`src/rtl/simon_pkg.sv`:
```
// Shared types and constants for the SIMON result transmitter.
package simon_pkg;

    typedef enum logic {
        IDLE = 1'b0,
        SEND = 1'b1
    } state_e;

    localparam int INFO_VALID_BIT = 7;
    localparam int INFO_ENC_BIT   = 6;

    // One packet byte; a packet image is a packed array of these.
    typedef logic [7:0] byte_t;

    // Info byte + count byte + two N-bit words + zero padding.
    function automatic int pkt_bytes(input int n);
        return 2 + n / 2;
    endfunction

endpackage

```
`src/rtl/simon_pkt_shift.sv`:
```
// Packet image register: parallel load, shifts one byte toward the top per enable.
module simon_pkt_shift
    import simon_pkg::*;
#(
    parameter int PKT_BYTES = 10,
    localparam int IW = $clog2(PKT_BYTES)
) (
    input  logic                    clk,
    input  logic                    rst,
    input  logic                    load,
    input  byte_t [PKT_BYTES-1:0]   load_img,
    input  logic                    shift_en,
    output byte_t                   top_byte,
    output logic                    last
);

    byte_t [PKT_BYTES-1:0] img;
    logic  [IW-1:0]        idx;

    // Zeros shift in from the bottom, so the top byte idles at zero once drained.
    always_ff @(posedge clk or posedge rst) begin
        if (rst) begin
            img <= '0;
            idx <= '0;
        end else if (load) begin
            img <= load_img;
            idx <= '0;
        end else if (shift_en) begin
            img <= {img[PKT_BYTES-2:0], 8'h00};
            idx <= idx + 1'b1;
        end
    end

    assign top_byte = img[PKT_BYTES-1];
    assign last     = (idx == IW'(PKT_BYTES - 1));

endmodule

```
`src/rtl/simon_data_out.sv`:
```
// Frames one SIMON result block per packet and streams it byte-serially to the host,
// with a one-entry holding register so the core can hand over the next result early.
module simon_data_out
    import simon_pkg::*;
#(
    parameter int N = 16
) (
    input  logic              clk,
    input  logic              R,
    input  logic              newResult,
    input  logic              enc_dec,
    input  logic [1:0][N-1:0] BLOCK,
    output logic              readyRes,
    output logic [7:0]        txByte,
    output logic              txValid,
    input  logic              txReady,
    output logic              pktDone,
    output logic [7:0]        pktCount,
    output logic              overflow,
    output state_e            dbg_state
);

    localparam int PKT_BYTES = pkt_bytes(N);
    localparam int BLK_BYTES = N / 4;
    localparam int PAD_BYTES = PKT_BYTES - 2 - BLK_BYTES;

    state_e            state, next_state;
    logic              hold_full;
    logic              hold_enc;
    logic [1:0][N-1:0] hold_blk;
    logic              load, shift_en, pkt_last, tx_fire;
    logic              drain, capture;
    byte_t             info;
    byte_t [PKT_BYTES-1:0] pkt_img;
    byte_t             top_byte;

    // Byte link: a byte transfers on a rising clk edge where txValid && txReady;
    // txValid never drops and txByte never changes until that transfer happens.
    assign tx_fire = (state == SEND) && txReady;

    // A drain and a new result on the same edge leave the register full without overflow.
    assign drain   = (state == IDLE) && hold_full;
    assign capture = newResult && (!hold_full || drain);

    always_ff @(posedge clk or posedge R) begin
        if (R) begin
            hold_full <= 1'b0;
            hold_enc  <= 1'b0;
            hold_blk  <= '0;
            overflow  <= 1'b0;
        end else begin
            if (capture) begin
                hold_full <= 1'b1;
                hold_enc  <= enc_dec;
                hold_blk  <= BLOCK;
            end else if (drain) begin
                hold_full <= 1'b0;
            end
            if (newResult && hold_full && !drain)
                overflow <= 1'b1;
        end
    end

    always_comb begin
        info                 = '0;
        info[INFO_VALID_BIT] = 1'b1;
        info[INFO_ENC_BIT]   = hold_enc;
    end

    assign pkt_img = {info, pktCount, hold_blk, {(PAD_BYTES * 8){1'b0}}};

    always_ff @(posedge clk or posedge R) begin
        if (R) state <= IDLE;
        else   state <= next_state;
    end

    always_comb begin
        next_state = state;
        load       = 1'b0;
        shift_en   = 1'b0;
        txValid    = 1'b0;
        case (state)
            IDLE: begin
                if (hold_full) begin
                    load       = 1'b1;
                    next_state = SEND;
                end
            end
            SEND: begin
                txValid  = 1'b1;
                shift_en = txReady;
                if (txReady && pkt_last)
                    next_state = IDLE;
            end
            default: next_state = IDLE;
        endcase
    end

    always_ff @(posedge clk or posedge R) begin
        if (R) begin
            pktDone  <= 1'b0;
            pktCount <= '0;
        end else begin
            pktDone <= tx_fire && pkt_last;
            if (tx_fire && pkt_last)
                pktCount <= pktCount + 8'd1;
        end
    end

    simon_pkt_shift #(
        .PKT_BYTES (PKT_BYTES)
    ) u_shift (
        .clk      (clk),
        .rst      (R),
        .load     (load),
        .load_img (pkt_img),
        .shift_en (shift_en),
        .top_byte (top_byte),
        .last     (pkt_last)
    );

    assign txByte    = top_byte;
    assign readyRes  = !hold_full;
    assign dbg_state = state;

endmodule

```
`config.mk`:
```
export PLATFORM = sky130hd
export DESIGN_NAME = simon_data_out
export DESIGN_NICKNAME = d
export VERILOG_FILES = /design/src/rtl/simon_pkg.sv /design/src/rtl/simon_pkt_shift.sv /design/src/rtl/simon_data_out.sv
export SDC_FILE = /design/constraint.sdc
export NUM_CORES = 1
export LEC_CHECK = 0
export CAP_MARGIN = 20
export CORE_MARGIN = 2
export CORE_UTILIZATION = 60
export DETAILED_ROUTE_END_ITERATION = 8
export GPL_ROUTABILITY_DRIVEN = 0
export GPL_TIMING_DRIVEN = 0
export PLACE_DENSITY = 0.84
export SLEW_MARGIN = 5
export SYNTH_ARGS = -nofsm -noshare
export SYNTH_HDL_FRONTEND = slang
export SYNTH_HIERARCHICAL = 1
export SYNTH_SLANG_ARGS = --single-unit
```
`constraint.sdc`:
```
create_clock -name clk -period 3.8 [get_ports clk]
set_clock_uncertainty 0.05 [all_clocks]
set_input_delay 0.38 -clock clk [delete_from_list [all_inputs] [get_ports clk]]
set_output_delay 0.38 -clock clk [all_outputs]
set_load 0.02 [all_outputs]
```
==> metrics <==
number of instances resized during post-cts repair=0; switching power=1.52 mW; largest stage delay on the critical path=610 ps; number of max-slew violations in the final report=0; leading cell type in the layout, fill and taps excluded=dfrtp_1; number of distinct library cell variants in the gate-level netlist after synthesis=32; clock sink total=about 130; Post-synth EDFFs=0; switch share=0.302; Area contributors post-synth=dfrtp_1 (57%), mux2i_1 (13%), mux2_2 (5.7%); mean cell area of the mapped netlist=11.5 um^2; Largest delay share family, worst path=buffers and inverters; fill cell total of the finished layout=559; Iter 0 DRT Violations=238; vias post-DR=4066; classification of the worst-slack hold path=primary input to async pin; prevailing post-synth register cell=dfrtp_1; post-layout total power=5.03 mW; Post-Synth Adder-Cell Area=0.00659; floorplan die area=10300 um^2; width of the die=101 um; Setup Viol. Count Final=0; Worst Path Class, Setup=flip-flop to output pin; final worst path period share=0.557; proportion of synthesized chip area in sequential cells=0.567; H-tree depth reported by CTS=4; later-pin clock latency in the skew report=roughly 510 ps; Max rail drop VDD=0.453 mV; worst endpoint required time=3370 ps; utilization after layout=0.780; DRC violation count after routing=0; power share of the combinational group=0.232; transition at the pin with the smallest max-transition slack=553 ps; Seq pwr share=0.450; number of rows in the core area=35; Internal Power=3.51 mW; Max Freq=~470 MHz; Total Routed Length=12800 um; commonest cells after routing, fill and taps aside=dfrtp_1 (129), nand2_1 (86), mux2i_1 (72); starting density of the core=0.616; fraction of layout instances using a drive strength above 1=0.154; number of top-level pins=58; simple-gate share of the synthesized area=0.0857; number of warnings printed during yosys synthesis=6; area added between synthesis and finish=26.7%; Buffers & Inverters on Critical Path=2; average vias per placed instance=5.41; CTS tree=yes; total leakage power=3.37 nW; grt total ovfl=0; all-layer global routing usage=0.274; critical path's slowest cell=clkdlybuf4s50_1; Tmin final=2110 ps; multi-input gate area in the final layout=2300 um^2; total clock buffers created by CTS=17; Worst Path Max Fanout=5; cell chain of the critical path=inv_1 -> clkdlybuf4s50_1; number of buffers added for setup after CTS=0; average routed wire per standard cell=approximately 17 um; post-synth design cell area=5690 um^2; number of hold buffers added after cts=0; largest net degree at the start of global routing=70; clock root buffer=clkbuf_8; worst slew margin relative to its limit=0.631; I/O Buffers=57; count of nets after finishing=650; Critical Path AT=1680 ps; DIE HEIGHT=101 um; library cell occupying the most area in the post-synthesis netlist=dfrtp_1; post-synthesis mux area share=0.194; main combinational cell family by area after synthesis=multiplexers; number of global-route vias before repair=4241; RSZ-0062 raised after global routing=false; FFs w/ async S/R, synth=1.00; number of antenna violations at the first check in global routing=0; antenna-violating nets left=0; synthesized-area fraction occupied by xor and xnor cells=0.0123; fraction of the mapped netlist area in compound gates=0.0807; clock network fraction of total power=0.319; Cell Count, Final, Fillers Out=approximately 750; register area=between 3000 and 4000 um^2; clock-pin slew of the registers on the worst-case setup and hold paths=60 ps; crit path capture type=output pin; Core Area=approximately 9000 um^2; detailed-router iteration count before antenna repair=5; detailed placement HPWL=8330 um; Mapped Cells=495; Longest Clk Path Bufs=2; DP Cell Count=just over 700; FF-to-FF path depth=6; max-cap violation count=0; # diodes=0; areal power density over the cells=698 nW/um^2; first-pass GRT wire length=21200 um; number of cells on the critical path=2; fraction of synthesized cell area taken by the top area cell type=0.567; Worst Setup Start Kind=flip-flop; Yosys reg bits=129; final hold violation count=0; result of the run=finished clean
## flip-flops by register name, summed over array words and instances, names as in the netlist
name,count
u_shift/img,72
hold_blk,32
pktCount,8
u_shift/top_byte,8
u_shift/idx,4
dbg_state,1
hold_enc,1
hold_full,1
overflow,1
pktDone,1
## per-stage QoR
step | instance area (um^2) | worst slack [ps] | hold slack (ps) | TNS [ps]
after floorplan | 5830 | 1200 | 396 | 0
after global routing | 7210 | 1640 | 157 | 0
final | 7210 | 1690 | 152 | 0
after CTS | 7210 | 1680 | 147 | 0
after global placement | 6560 | -70.1 | 399 | -5450
after detailed placement | 6620 | 1770 | 408 | 0
## logic make-up (layout without fill, tap and decap cells)
family,after synthesis,count (layout)
DFF,129,129
and+or+nand+nor,115,115
muxes,106,106
AOI/OAI and AO/OA,86,86
buffers and inverters,46,137
xor gates and xnor gates,8,8
adders and majority gates,3,3
other,2,39
## layout make-up
cell class / count / share of cell area
clock inverters: 14 / 0.0226
plain buffers: 41 / 0.0387
repair buffers: 59 / 0.0868
multi-input cells: 357 / 0.320
clock buffers: 18 / 0.0593
inverters: 5 / 0.00295
flip-flops and latches: 129 / 0.448
well taps: 129 / 0.0224
## path summary, 6_finish.rpt
kind / start / end / slack (ps)
hold / removal: R / u_shift/img[51]$_DFFE_PP0P_ / 150
min in group clk: overflow$_DFFE_PP0P_ / overflow$_DFFE_PP0P_ / 420
hold reg to reg: overflow$_DFFE_PP0P_ / overflow$_DFFE_PP0P_ / 420
setup reg to reg: hold_full$_DFFE_PP0P_ / u_shift/img[59]$_DFFE_PP0P_ / 1970
setup / recovery: hold_full$_DFFE_PP0P_ / readyRes / 1690
max in group asynchronous: R / hold_blk[7]$_DFFE_PP0P_ / 2930
## cell usage after synthesis (4+ instances only)
cell type / instances
mux2i_1: 72
buf_2: 4
buf_4: 14
dfrtp_1: 129
o21ai_1: 29
nand4_1: 4
clkbuf_1: 14
mux2_1: 5
mux2_2: 29
nand2b_1: 10
buf_6: 9
nand2_1: 86
nor2_1: 7
inv_1: 5
o21ai_0: 51
xnor2_1: 5
## per-layer routing
metal / share of wire / global-route usage / vias to the layer above / wire, um
met2: 0.51 / 0.442 / 137 / 6490
met1: 0.41 / 0.356 / 2024 / 5280
li1: - / - / 1875 / -
met5: 0 / 0 / - / 0
met3: 0.053 / 0.0628 / 30 / 673
met4: 0.027 / 0.125 / 0 / 349
## power groups by stage
stage / combinational (mW) / sequential, mW / clock, mW
after floorplan: 0.832 / 2.14 / 0
after global placement: 1.07 / 2.23 / 0
after detailed placement: 1.14 / 2.26 / 0
after CTS: 1.17 / 2.25 / 1.63
after global routing: 1.29 / 2.31 / 1.70
final: 1.17 / 2.26 / 1.61
Note: power is estimated with default switching activity, not from simulation.
